==> src/rtl/usb_buffer_arbiter_pkg.sv <==
`default_nettype none
// ============================================================
// Module  : usb_buffer_arbiter_pkg
// Brief   : State encoding and address map for the buffer arbiter
// Rev     : 1.0 - initial release
// ============================================================
package usb_buffer_arbiter_pkg;

    typedef enum logic [1:0] {
        USB_OWNS  = 2'd0,
        CORE_OWNS = 2'd1,
        RELEASE   = 2'd2
    } arb_state_t;

    localparam logic [31:0] c_buffer_base     = 32'hc000_0000;
    localparam logic [31:0] c_control_address = 32'h8000_0014;

endpackage
`default_nettype wire

==> src/rtl/usb_buffer_watchdog.sv <==
`default_nettype none
// ============================================================
// Module  : usb_buffer_watchdog
// Brief   : Core-ownership cycle counter with expire pulse
// Rev     : 1.0 - initial release
// ============================================================
module usb_buffer_watchdog #(
    parameter int TIMEOUT_CYCLES = 24000000
) (
    input  logic clk24,
    input  logic rst_n,
    input  logic clear,
    input  logic enable,
    output logic expire
);

    localparam int CNT_W = (TIMEOUT_CYCLES > 1) ? $clog2(TIMEOUT_CYCLES) : 1;
    localparam logic [CNT_W-1:0] c_last = CNT_W'((TIMEOUT_CYCLES > 0) ? TIMEOUT_CYCLES - 1 : 0);

    logic [CNT_W-1:0] r_count;

    always_ff @(posedge clk24 or negedge rst_n) begin
        if (!rst_n) begin
            r_count <= '0;
        end else if (clear) begin
            r_count <= '0;
        end else if (enable) begin
            r_count <= r_count + 1'b1;
        end
    end

    // A zero timeout disables expiry entirely
    assign expire = (TIMEOUT_CYCLES != 0) && enable && (r_count == c_last);

endmodule
`default_nettype wire

==> src/rtl/usb_buffer_arbiter.sv <==
`default_nettype none
// ============================================================
// Module  : usb_buffer_arbiter
// Brief   : Buffer ownership FSM between core and usb module
// Rev     : 1.0 - initial release
// ============================================================
module usb_buffer_arbiter
    import usb_buffer_arbiter_pkg::*;
#(
    parameter logic [31:0] BUFFER_BASE     = c_buffer_base,
    parameter int          BUFFER_BYTES    = 1024,
    parameter logic [31:0] CONTROL_ADDRESS = c_control_address,
    parameter int          TIMEOUT_CYCLES  = 24000000,
    localparam int         ADDR_W          = $clog2(BUFFER_BYTES / 4)
) (
    input  logic              clk24,
    input  logic              rst_n,
    input  logic [31:0]       core_address,
    input  logic [31:0]       core_write_value,
    input  logic [3:0]        core_write_sections,
    input  logic [ADDR_W-1:0] usb_buffer_address,
    input  logic [31:0]       usb_write_value,
    input  logic              usb_write_enable,
    input  logic              got_usb_packet,
    input  logic [15:0]       usb_usb_control,
    output logic [ADDR_W-1:0] buffer_address,
    output logic [31:0]       buffer_write_value,
    output logic [3:0]        buffer_write_sections,
    output logic              usb_packet_ready,
    output logic [15:0]       usb_control,
    output logic              timed_out,
    output logic [7:0]        dropped_packets
);

    arb_state_t        r_state;
    logic              r_ready;
    logic [15:0]       r_usb_control;
    logic              r_timed_out;
    logic [7:0]        r_dropped;

    logic              w_buf_hit;
    logic              w_ctrl_write;
    logic              w_core_owns;
    logic              w_expire;
    logic [ADDR_W-1:0] w_core_word;

    assign w_core_owns  = (r_state == CORE_OWNS);
    assign w_buf_hit    = ({1'b0, core_address} >= {1'b0, BUFFER_BASE}) &&
                          ({1'b0, core_address} <  ({1'b0, BUFFER_BASE} + 33'(BUFFER_BYTES)));
    assign w_ctrl_write = w_core_owns &&
                          (core_address[31:2] == CONTROL_ADDRESS[31:2]) &&
                          (|core_write_sections[1:0]);
    // Buffer base is word aligned, so no borrow crosses into the word index
    assign w_core_word  = core_address[ADDR_W+1:2] - BUFFER_BASE[ADDR_W+1:2];

    usb_buffer_watchdog #(
        .TIMEOUT_CYCLES(TIMEOUT_CYCLES)
    ) u_watchdog (
        .clk24 (clk24),
        .rst_n (rst_n),
        .clear (!w_core_owns),
        .enable(w_core_owns),
        .expire(w_expire)
    );

    always_comb begin
        buffer_address        = usb_buffer_address;
        buffer_write_value    = usb_write_value;
        buffer_write_sections = 4'b0000;
        case (r_state)
            USB_OWNS: begin
                buffer_write_sections = usb_write_enable ? 4'b1111 : 4'b0000;
            end
            CORE_OWNS: begin
                buffer_address        = w_core_word;
                buffer_write_value    = core_write_value;
                buffer_write_sections = w_buf_hit ? core_write_sections : 4'b0000;
            end
            default: begin
                // Turnaround keeps the core address so a pending read completes
                buffer_address     = w_core_word;
                buffer_write_value = core_write_value;
            end
        endcase
    end

    always_ff @(posedge clk24 or negedge rst_n) begin
        if (!rst_n) begin
            r_state       <= USB_OWNS;
            r_ready       <= 1'b0;
            r_usb_control <= 16'h0000;
            r_timed_out   <= 1'b0;
            r_dropped     <= 8'h00;
        end else begin
            if (got_usb_packet && (r_state != USB_OWNS) && (r_dropped != 8'hff)) begin
                r_dropped <= r_dropped + 8'h01;
            end
            case (r_state)
                USB_OWNS: begin
                    if (got_usb_packet) begin
                        r_usb_control <= usb_usb_control;
                        r_ready       <= 1'b1;
                        r_state       <= CORE_OWNS;
                    end
                end
                CORE_OWNS: begin
                    if (w_ctrl_write) begin
                        if (core_write_sections[0]) r_usb_control[7:0]  <= core_write_value[7:0];
                        if (core_write_sections[1]) r_usb_control[15:8] <= core_write_value[15:8];
                        r_timed_out <= 1'b0;
                        r_ready     <= 1'b0;
                        r_state     <= RELEASE;
                    end else if (w_expire) begin
                        r_usb_control <= 16'h0000;
                        r_timed_out   <= 1'b1;
                        r_ready       <= 1'b0;
                        r_state       <= RELEASE;
                    end
                end
                RELEASE: begin
                    r_state <= USB_OWNS;
                end
                default: begin
                    r_ready <= 1'b0;
                    r_state <= USB_OWNS;
                end
            endcase
        end
    end

    assign usb_packet_ready = r_ready;
    assign usb_control      = r_usb_control;
    assign timed_out        = r_timed_out;
    assign dropped_packets  = r_dropped;

endmodule
`default_nettype wire

==> config.mk <==
export PLATFORM = sky130hd
export DESIGN_NAME = usb_buffer_arbiter
export DESIGN_NICKNAME = d
export VERILOG_FILES = /design/src/rtl/usb_buffer_arbiter_pkg.sv /design/src/rtl/usb_buffer_watchdog.sv /design/src/rtl/usb_buffer_arbiter.sv
export SDC_FILE = /design/constraint.sdc
export NUM_CORES = 1
export LEC_CHECK = 0
export CORE_UTILIZATION = 41
export DETAILED_ROUTE_END_ITERATION = 10
export GPL_TIMING_DRIVEN = 1
export PLACE_DENSITY = 0.87
export SYNTH_ARGS = -nofsm -noshare
export SYNTH_HDL_FRONTEND = slang
export SYNTH_SLANG_ARGS = --single-unit
==> constraint.sdc <==
create_clock -name clk24 -period 4.5 [get_ports clk24]
set_input_delay 1.35 -clock clk24 [delete_from_list [all_inputs] [get_ports clk24]]
set_output_delay 1.35 -clock clk24 [all_outputs]
set_load 0.02 [all_outputs]
### After elaboration in Yosys (flattened, before gate mapping)

Cells that the tools add are included.

* add/sub/neg operators: 2
* muxes and demuxes: 22
* bitwise gates (word level): 1
* reduce and logical (&&, ||, !) cells: 16
* magnitude comparators: 2
* equality and inequality tests: 9

Operators by type and width (number)
* two-way mux 16 bit: 3
* >= comparator 32 bit (second input constant): 1
* less-than comparator 32 bit (second input constant): 1
* two-way mux 32 bit: 1
* case mux 16 bit (2 select lines): 1
* == test 30 bit (second input constant): 1
* adder 25 x 1 -> 25 bit (second input constant): 1
* == test 25 bit (second input constant): 1
* two-way mux 25 bit: 1
* two-way mux 8 bit: 3
* adder 8 x 1 -> 8 bit (second input constant): 1
* two-way mux 4 bit: 2
* != test 8 bit (second input constant): 1
* case mux 4 bit (2 select lines): 1
* AND reduction 4 bit: 2
* logical AND 1 bit: 6
* two-way mux 2 bit: 3
* != test 3 bit (second input constant): 2
* nonzero test 2 bit: 3
* two-way mux 1 bit: 5
* case mux 2 bit (2 select lines): 1
* AND reduction 2 bit: 2
* != test 3 x 2 -> 1 bit (second input constant): 1
* case mux 1 bit (3 select lines): 1
* 7 further kinds: 7

* bits of input ports: 128
* logic and storage cells: 59
* register bits after elaboration: 53

### Logic depth before layout (Yosys ltp)

Gate-level depths: netlist of the first run.

* depth in word-level cells: 5
* mapped depth: 8
* gate-level depth less buffers: 6

### By module

A second synthesis of the first run with hierarchy kept.

* cell total of the unflattened synthesis: 308
* area total of the unflattened synthesis: 3470.8 µm²

Modules (own cells, without submodules)
* usb_buffer_arbiter: seq. area each 700.7 µm², area each 2143.3 µm², instances 1, cells each 169
* usb_buffer_watchdog: seq. area each 625.6 µm², area each 1327.5 µm², instances 1, cells each 139

### Worst setup path before layout of the first run

Ideal clock, no wire load.

* path type: input-to-output
* from: input core_address[10]
* to: output buffer_write_sections[0]
* slack: 191 ps
* required time: 3150 ps
* arrival time: 2959 ps
* stages: 5
* cells stage by stage: or4_1 -> or4_4 -> nor2_1 -> nand2_1 -> o21ai_0

* cells in the longest elaborated chain, start to end: 4
* elaborated cells between the ends (all ways): 5
* those cells by class: 2 x order compare; 2 x mux; 1 x reduce/logical

RTL lines
* from (decl): line usb_buffer_arbiter.sv:18 `input logic [31:0] core_address,`
* >= comparator 32 bit / less-than comparator 32 bit (equally long branches): line usb_buffer_arbiter.sv:48, usb_buffer_arbiter.sv:49
* logical AND 1 bit (*): line usb_buffer_arbiter.sv:48 `assign w_buf_hit = ({1'b0, core_address} >= {1'b0, BUFFER_BASE}) &&`
* two-way mux 4 bit (*): line usb_buffer_arbiter.sv:77 `buffer_write_sections = w_buf_hit ? core_write_sections : 4'b0000;`
* case mux 4 bit (2 select lines) (*): line usb_buffer_arbiter.sv:70 `case (r_state)`
* to (decl): line usb_buffer_arbiter.sv:28 `output logic [3:0] buffer_write_sections,`

Mark *: on every way between the ends. The rest lies on a longest branch, timed or not.

### Worst setup path in the final report of the first run

* from: input core_address[15]
* to: output buffer_write_sections[2]

Same word-level chain as after synthesis.

==> results.sh, run 1 <==
export IMPL_irDropWorstVdd_mv=0.280
export IMPL_yosys_area_top_type="dfrtp_1"
export IMPL_path_buf_inv=2
export IMPL_htree_num_levels=2
export IMPL_syn_inst=337
export IMPL_rsz0062_at_grt="false"
export IMPL_clock_path_buffers=2
export IMPL_synth_compound_area_share_pct=12.0
export IMPL_synth_simple_gate_area_share_pct=21.4
export IMPL_arrival_ns=3.05
export IMPL_crit_fanout=4
export IMPL_fin_skew_ns=0.0186
export IMPL_die_area_um2=8240
export IMPL_p_total_mw=1.18
export IMPL_synth_area_um2=3230
export IMPL_power_density_nw_per_um2=219
export IMPL_numCtsBuffers=5
export IMPL_final_hold_violation_count=0
export IMPL_finalInstanceArea_um2=5410
export IMPL_cp_slowest_stage_delay_ns=0.46
export IMPL_post_route_min_period_ns=4.40
export IMPL_drive_gt1_share_pct=14.1
export IMPL_path_class="primary input to primary output"
export IMPL_clockPowerShare_pct=22.9
export IMPL_dr_pass1_iters=4
export IMPL_drv_cap=0
export IMPL_antenna_found_initial=0
export IMPL_setup_violations=0
export IMPL_cts_tree="yes"
export IMPL_num_antenna_cells=0
export IMPL_whs_ns=0.502
export IMPL_synthMuxAreaShare_pct=14.3
export IMPL_worst_ep_required_time_ns=3.15
export IMPL_yosysMostFrequentCell="dfrtp_1"
export IMPL_post_route_util_pct=70.3
export IMPL_switchingPower_mw=0.348
export IMPL_nNetsFinal=661
export IMPL_end_kind="primary output"
export IMPL_status="finished, final reports clean"
export IMPL_drc_errors=0
export IMPL_yosysWarnings=0
export IMPL_r2r_slack_ns=1.65
export IMPL_ctsHoldBuffers=0
export IMPL_start_util_pct=42.0
export IMPL_dp_hpwl_um=8980
export IMPL_finalCritPeriodShare_pct=97.9
export IMPL_ant_nets=0
export IMPL_crit_family="simple AND/OR/NAND/NOR gates"
export IMPL_synth_common_cells="dfrtp_1, nor2_1, mux2_2"
export IMPL_clkLatencyLatePin_ns=0.31
export IMPL_place_congestion=0.922
export IMPL_worstHoldPathType="flip-flop to flip-flop"
export IMPL_grt_overflow_total=0
export IMPL_synth_xor_area_share_pct=7.59
export IMPL_synthDistinctLibCells=42
export IMPL_combPwrFrac_pct=31.2
export IMPL_grt_first_pass_wirelength_um=17500
export IMPL_postSynthAreaPerCell_um2=9.59
export IMPL_final_max_slew_violation_count=0
export IMPL_synth_fp_nets=467
export IMPL_cp_slowest_cell="or4_1"
export IMPL_crit_chain="dlygate4sd2_1 > or4_1 > or4_4 > nor2_2 > nand2_2 > o21ai_2 > buf_4"
export IMPL_first_iter_violations=103
export IMPL_yosys_register_bits=53
export IMPL_p_int_mw=0.837
export IMPL_place_area_um2=5310
export IMPL_rows=32
export IMPL_die_x_um=90.8
export IMPL_io_pins=198
export IMPL_synth_edff_count=0
export IMPL_finalSetupTns_ns=0
export IMPL_yosysTopAreaCellShare_pct=41.1
export IMPL_synth_area_leaders="dfrtp_1, mux2_2, nor2_1"
export IMPL_slew_headroom_pct=43.5
export IMPL_die_height_um=90.8
export IMPL_fmax_mhz=227
export IMPL_place_port_buffers=195
export IMPL_p_sw_share_pct=29.4
export IMPL_wl_per_cell_um=17.7
export IMPL_synth_adder_area_share_pct=0.775
export IMPL_grt_max_degree=43
export IMPL_worstMarginPinSlew_ns=0.839
export IMPL_dr_total_vias=3370
export IMPL_p_seq_share_pct=45.9
export IMPL_cts_root_buffer="clkbuf_8"
export IMPL_grt_pass1_vias=3434
export IMPL_ys_async_sr_fraction_pct=100
export IMPL_clkTransAtPathRegs_ns=0.09
export IMPL_synthFlopType="dfrtp_1"
export IMPL_gr_usage_all_layers_pct=27.1
export IMPL_wl_um=11200
export IMPL_cts_sinks=53
export IMPL_total_leakage_power_nw=2.18
export IMPL_start_kind="primary input"
export IMPL_synth_top_family_by_area="simple AND/OR/NAND/NOR gates"
export IMPL_via_per_inst=5.32
export IMPL_ys_seq_area_share_pct=41.1
export IMPL_syn2layout_area_growth_pct=67.4
export IMPL_core_area_um2=7690
-- cell usage in the layout, fill, tap and decap left out, types with 3 or more instances in the layout --
master | synthesis | final
buf_4 | 0 | 10
o22a_2 | 3 | 3
xor2_1 | 17 | 17
and3_1 | 8 | 8
mux2_2 | 41 | 41
nor3_1 | 5 | 5
inv_1 | 6 | 6
nand3_1 | 15 | 15
clkdlybuf4s50_1 | 0 | 186
nor4_1 | 7 | 7
clkbuf_8 | 0 | 5
o21ai_0 | 24 | 20
o22a_1 | 13 | 13
xnor2_1 | 11 | 11
a21oi_1 | 3 | 3
dfrtp_1 | 53 | 53
nand2_1 | 28 | 27
nand4_1 | 6 | 6
nor2_1 | 45 | 43
or3_1 | 3 | 3
o21ai_2 | 0 | 3
and4_1 | 4 | 4
-- area by class of cell --
| type | count | area [µm²] |
|---|---|---|
| clock inverters | 3 | 21.3 |
| multi-input cells | 261 | 1830 |
| repair buffers | 202 | 2000 |
| fillers | 592 | 2280 |
| inverters | 8 | 30.0 |
| flip-flops and latches | 53 | 1330 |
| well taps | 102 | 128 |
| clock buffers | 5 | 68.8 |
-- metal layers --
layer | part of all wire [%] | GRT usage (%)
met2 | 47 | 45.8
met3 | 9.2 | 8.92
met1 | 41 | 32.5
met5 | 0 | 0
met4 | 2.6 | 8.47
-- logic make-up (layout without fill, tap and decap cells) --
| kind of cell | after synthesis | after routing |
|---|---|---|
| mux | 41 | 41 |
| compound gates | 53 | 53 |
| fa+ha+maj | 2 | 2 |
| simple gates | 137 | 137 |
| xor+xnor | 28 | 28 |
| flops | 53 | 53 |
| buf+inv | 23 | 218 |
-- worst register-to-register path, delay by kind of cell, from the launching register on --
family / cells / cell delay [ns]
flip-flops: 1 / 0.47
AO/OA/AOI/OAI: 3 / 1.20
buffers and inverters: 1 / 0.29
AND/OR/NAND/NOR: 2 / 0.81
-- flip-flops by register name, indices dropped and copies added, names as in the netlist --
name	count
u_watchdog.r_count	25
usb_control	16
dropped_packets	8
r_state	2
timed_out	1
usb_packet_ready	1
-- final timing paths --
| check | startpoint | end | cells after the start |
|---|---|---|---|
| min | timed_out | timed_out | 1 |
| max reg2reg | r_state[1] | usb_control[10] | 6 |
| min in group asynchronous | rst_n | u_watchdog.r_count[20] | 1 |
| max in group asynchronous | rst_n | u_watchdog.r_count[7] | 2 |
| min reg2reg | timed_out | timed_out | 1 |
| max | core_address[15] | buffer_write_sections[2] | 7 |
-- repair_timing --
action                     4_1_cts  5_1_grt
gates resized for setup         38        1
pin swaps                        4        2
setup endpoints to repair        4        4
setup buffers                    0        0
-- power by group through the flow --
stage | combinational (mW) | clock (mW) | sequential [mW]
after CTS | 0.373 | 0.278 | 0.544
after floorplan | 0.0978 | 0 | 0.583
final | 0.370 | 0.271 | 0.544
after global placement | 0.363 | 0 | 0.552
after global routing | 0.393 | 0.292 | 0.549
after detailed placement | 0.372 | 0 | 0.551
-- stage by stage --
step                std cells  worst slack [ns]
finish                    634            0.0966
global route              634            0.0397
CTS                       634            0.0290
detailed placement        626            -0.590
global placement          626            -0.539
floorplan                 337             0.191
(Power assumes the default switching activity.)
==> run 2: changes to the inputs <==
--- a/config.mk
+++ b/config.mk
@@ -10,3 +10,3 @@
 export GPL_TIMING_DRIVEN = 1
-export PLACE_DENSITY = 0.87
+export PLACE_DENSITY_LB_ADDON = 0.1
 export SYNTH_ARGS = -nofsm -noshare
--- a/constraint.sdc
+++ b/constraint.sdc
@@ -3,2 +3,2 @@
 set_output_delay 1.35 -clock clk24 [all_outputs]
-set_load 0.02 [all_outputs]
+set_load 0.1 [all_outputs]
==> results.sh, run 2 (same netlist as run 1, synthesis figures left out) <==
export IMPL_status="finished, final reports clean"
export IMPL_rows=32
export IMPL_fmax_mhz=228
export IMPL_wl_per_cell_um=17.6
export IMPL_dp_hpwl_um=8920
export IMPL_gr_usage_met3_pct=9.51
export IMPL_gr_usage_all_layers_pct=27.2
export IMPL_die_x_um=90.8
export IMPL_whs_path_depth=1
export IMPL_first_iter_violations=122
export IMPL_crit_fanout=4
export IMPL_largest_register_ffs=25
export IMPL_clock_path_buffers=2
export IMPL_grt_overflow_total=0
export IMPL_clockPowerShare_pct=17.1
export IMPL_path_class="primary input to primary output"
export IMPL_place_port_buffers=195
export IMPL_largest_register="u_watchdog.r_count"
export IMPL_antenna_found_initial=0
export IMPL_p_total_mw=1.49
export IMPL_worstMarginPinSlew_ns=1.04
export IMPL_p_seq_share_pct=36.5
export IMPL_die_height_um=90.8
export IMPL_mostFrequentLayoutCell="clkdlybuf4s50_1"
export IMPL_worstHoldPathType="flip-flop to flip-flop"
export IMPL_start_util_pct=42.0
export IMPL_clkTransAtPathRegs_ns=0.09
export IMPL_grt_first_pass_wirelength_um=17500
export IMPL_nFillCells=611
export IMPL_switchingPower_mw=0.642
export IMPL_htree_num_levels=2
export IMPL_r2r_start="r_state[1]"
export IMPL_finalInstanceArea_um2=5600
export IMPL_ctsHoldBuffers=0
export IMPL_min_to="usb_control[7]"
export IMPL_cts_sinks=53
export IMPL_slew_headroom_pct=30.7
export IMPL_total_leakage_power_nw=2.31
export IMPL_num_antenna_cells=0
export IMPL_r2r_slack_ns=1.71
export IMPL_rsz0062_at_grt="false"
export IMPL_seq_area_um2=1330
export IMPL_dr_pass1_iters=4
export IMPL_numCtsBuffers=5
export IMPL_end_kind="primary output"
export IMPL_combPwrFrac_pct=46.3
export IMPL_io_pins=198
export IMPL_arrival_ns=3.04
export IMPL_cts_root_buffer="clkbuf_8"
export IMPL_drv_cap=0
export IMPL_via_per_inst=5.31
export IMPL_dr_total_vias=3354
export IMPL_drc_errors=0
export IMPL_multi_input_area_um2=1870
export IMPL_place_congestion=0.845
export IMPL_layout_common_cells="clkdlybuf4s50_1, dfrtp_1, nor2_1"
export IMPL_grt_pass1_vias=3398
export IMPL_final_hold_violation_count=0
export IMPL_fin_skew_ns=0.00760
export IMPL_min_from="usb_control[7]"
export IMPL_core_area_um2=7690
export IMPL_drive_gt1_share_pct=21.7
export IMPL_start_kind="primary input"
export IMPL_p_sw_share_pct=43.0
export IMPL_post_route_min_period_ns=4.39
export IMPL_ant_nets=0
export IMPL_irDropWorstVdd_mv=0.548
export IMPL_worst_ep_required_time_ns=3.15
export IMPL_place_area_um2=5490
export IMPL_post_cts_buffers=0
export IMPL_finalCritPeriodShare_pct=97.6
export IMPL_met2_usage_pct=46.0
export IMPL_post_route_util_pct=72.8
export IMPL_syn2layout_area_growth_pct=73.2
export IMPL_die_area_um2=8240
export IMPL_power_density_nw_per_um2=267
export IMPL_grt_max_degree=43
export IMPL_cts_tree="yes"
export IMPL_r2r_end="usb_control[15]"
export IMPL_ff2ff_path_depth=6
export IMPL_p_int_mw=0.851
export IMPL_whs_ns=0.506
export IMPL_global_route_usage_met1_pct=33.1
export IMPL_nNetsFinal=659
export IMPL_wl_um=11100
export IMPL_final_max_slew_violation_count=0
export IMPL_gr_max_usage_layer="met2"
export IMPL_clkLatencyLatePin_ns=0.30
export IMPL_setup_violations=0
==> run 2: cell types whose count changed in the layout (fill, tap and decap cells not counted), moves of 2 or more <==
cell	before	now
clkdlybuf4s50_1	186	146
buf_12	1	24
buf_4	10	25
clkbuf_1	0	3
buf_2	1	3
dlygate4sd2_1	2	0
o21ai_4	0	2
==> run 2: timing repair <==
action,in CTS,in global routing
gates cloned,0,0
resized for setup,15,4
pin swaps,5,3
endpoints found under the setup margin,4,4
==> run 2: how the worst max path moves through the flow <==
stage,start,to,slack (ns),cells past startpoint
2_1_floorplan,core_address[10],buffer_write_sections[0],-0.22,5
3_3_place_gp,core_address[10],buffer_write_sections[0],-0.25,7
3_5_place_dp,core_address[10],buffer_write_sections[0],-0.26,7
4_1_cts,core_address[13],buffer_write_sections[0],-0.006,7
5_1_grt,core_address[13],buffer_write_sections[1],0.06,7
6_report,core_address[13],buffer_write_sections[0],0.11,7
==> run 2: critical path: stages <==
cell and delay, ns:
buf_6 0.09, or4_4 0.52, or4_4 0.45, nor2_4 0.14, nand2_4 0.10, o21ai_2 0.18, buf_12 0.20
==> run 2: layout make-up <==
cell class / count / area share, %
Clock buffer: 8 / 1.43
Inverter: 8 / 0.537
Multi-Input combinational cell: 261 / 33.4
Sequential cell: 53 / 23.7
Tap cell: 102 / 2.28
Timing Repair Buffer: 200 / 38.7
==> run 2: power groups by stage <==
stage	Combinational [mW]	Clock, mW	Sequential (mW)
2_1_floorplan	0.214	0	0.761
3_3_place_gp	0.686	0	0.552
3_5_place_dp	0.694	0	0.553
4_1_cts	0.695	0.266	0.545
5_1_grt	0.715	0.281	0.550
6_report	0.691	0.256	0.545
==> run 2: metrics by stage <==
| step | setup slack, ns | cells | TNS [ns] |
|---|---|---|---|
| after floorplan | -0.216 | 337 | -0.863 |
| after global placement | -0.251 | 624 | -0.955 |
| after detailed placement | -0.256 | 624 | -0.983 |
| after CTS | -0.00568 | 632 | -0.00568 |
| after global routing | 0.0637 | 632 | 0 |
| final | 0.108 | 632 | 0 |
==> run 2: metal layers <==
metal | vias up | routed length (µm)
met5 | - | 0
met4 | 0 | 161
met3 | 15 | 1050
met2 | 131 | 5330
met1 | 1611 | 4590
li1 | 1597 | -
==> run 3: changes to the inputs <==
CTS_CLUSTER_SIZE = 30   (was not set)
REMOVE_ABC_BUFFERS = 1   (was not set)
==> results.sh, run 3 (same netlist as run 1, synthesis figures left out) <==
export IMPL_status="finished, final reports clean"
export IMPL_irDropWorstVdd_mv=0.430
export IMPL_final_hold_violation_count=0
export IMPL_layout_setup_ws_ns=0.101
export IMPL_dr_pass1_iters=4
export IMPL_grt_pass1_vias=3477
export IMPL_clock_path_buffers=2
export IMPL_setup_violations=0
export IMPL_antenna_found_initial=0
export IMPL_path_class="primary input to primary output"
export IMPL_p_total_mw=1.51
export IMPL_clkLatencyLatePin_ns=0.30
export IMPL_fin_skew_ns=0.00209
export IMPL_gr_usage_all_layers_pct=27.6
export IMPL_num_antenna_cells=0
export IMPL_numCtsBuffers=5
export IMPL_final_max_slew_violation_count=0
export IMPL_syn2layout_area_growth_pct=74.3
export IMPL_crit_chain="buf_6 > or4_1 > or4_4 > nor2_4 > nand2_2 > o21ai_1 > buf_4 > buf_12"
export IMPL_arrival_ns=3.05
export IMPL_power_density_nw_per_um2=268
export IMPL_wl_per_cell_um=17.4
export IMPL_die_area_um2=8240
export IMPL_p_sw_share_pct=42.5
export IMPL_rows=32
export IMPL_worst_ep_required_time_ns=3.15
export IMPL_p_seq_share_pct=36.1
export IMPL_die_height_um=90.8
export IMPL_total_leakage_power_nw=2.34
export IMPL_grt_first_pass_wirelength_um=17700
export IMPL_start_kind="primary input"
export IMPL_switchingPower_mw=0.641
export IMPL_finalCritPeriodShare_pct=97.8
export IMPL_cts_tree="yes"
export IMPL_largest_register="u_watchdog.r_count"
export IMPL_drive_gt1_share_pct=21.9
export IMPL_htree_num_levels=2
export IMPL_drv_cap=0
export IMPL_largest_register_ffs=25
export IMPL_crit_fanout=4
export IMPL_finalSetupTns_ns=0
export IMPL_grt_overflow_total=0
export IMPL_slew_headroom_pct=30.4
export IMPL_place_congestion=0.788
export IMPL_rsz0062_at_grt="false"
export IMPL_place_port_buffers=195
export IMPL_worstHoldPathType="flip-flop to flip-flop"
export IMPL_post_route_min_period_ns=4.40
export IMPL_io_pins=198
export IMPL_mostFrequentLayoutCell="clkdlybuf4s50_1"
export IMPL_start_util_pct=42.0
export IMPL_cts_sinks=53
export IMPL_via_per_inst=5.22
export IMPL_core_area_um2=7690
export IMPL_drc_errors=0
export IMPL_cp_slowest_cell="or4_1"
export IMPL_end_kind="primary output"
export IMPL_first_iter_violations=139
export IMPL_layout_common_cells="clkdlybuf4s50_1, dfrtp_1, nor2_1"
export IMPL_post_cts_buffers=0
export IMPL_worstMarginPinSlew_ns=1.04
export IMPL_dp_hpwl_um=8980
export IMPL_clkTransAtPathRegs_ns=0.09
export IMPL_cts_root_buffer="clkbuf_8"
export IMPL_dr_total_vias=3317
export IMPL_nNetsFinal=664
export IMPL_clockPowerShare_pct=17.9
export IMPL_place_ws_ns=-0.216
export IMPL_die_x_um=90.8
export IMPL_fmax_mhz=227
export IMPL_combPwrFrac_pct=46.0
export IMPL_p_int_mw=0.866
export IMPL_post_route_util_pct=73.2
export IMPL_ant_nets=0
export IMPL_cp_slowest_stage_delay_ns=0.50
export IMPL_grt_max_degree=43
export IMPL_wl_um=11100
[run 3: layer usage]
metal | up-vias | share of wire [%] | track usage (%)
met2 | 132 | 52 | 49.8
met3 | 8 | 7.0 | 7.15
li1 | 1597 | - | -
met5 | - | 0 | 0
met4 | 0 | 0.99 | 5.65
met1 | 1580 | 40 | 33.0
[run 3: path summary, 6_finish.rpt]
check                                      start                  endpoint  slack, ns  cells after the start
worst max-delay path            core_address[10]  buffer_write_sections[3]       0.10                      8
worst min-delay path              usb_control[7]            usb_control[7]       0.50                      1
worst max register to register        r_state[1]           usb_control[15]       1.70                      6
worst min register to register    usb_control[7]            usb_control[7]       0.50                      1
max in group asynchronous                  rst_n    u_watchdog.r_count[18]       2.73                      2
min in group asynchronous                  rst_n            usb_control[2]       0.99                      1
[run 3: critical path, delay by kind of cell]
| family | cells | cell delay [ns] |
|---|---|---|
| and+or+nand+nor | 4 | 1.18 |
| buffers and inverters | 3 | 0.39 |
| AOI/OAI and AO/OA | 1 | 0.14 |
[run 3: power groups by stage]
stage	combinational, mW	sequential [mW]	clock, mW
finish	0.693	0.544	0.270
global route	0.716	0.548	0.293
CTS	0.697	0.543	0.274
detailed placement	0.696	0.552	0
global placement	0.687	0.550	0
floorplan	0.214	0.761	0
[run 3: final cells by class]
type | instances | area, µm²
inverters | 8 | 30.0
repair buffers | 205 | 2230
clock buffers | 7 | 86.3
flip-flops and latches | 53 | 1330
multi-input cells | 261 | 1830
fillers | 583 | 2060
well taps | 102 | 128
[run 3: stage by stage]
| step | hold slack (ns) | cells | area [µm²] |
|---|---|---|---|
| after floorplan | 0.476 | 322 | 3170 |
| after global placement | 0.472 | 629 | 5540 |
| after detailed placement | 0.485 | 629 | 5540 |
| after CTS | 0.505 | 636 | 5620 |
| after global routing | 0.528 | 636 | 5630 |
| final | 0.505 | 636 | 5630 |
[run 3: timing repair]
| action | CTS | global route |
|---|---|---|
| gates resized for setup | 16 | 4 |
| pin swaps | 5 | 3 |
| hold buffers | 0 | 0 |
| setup endpoints to repair | 4 | 4 |
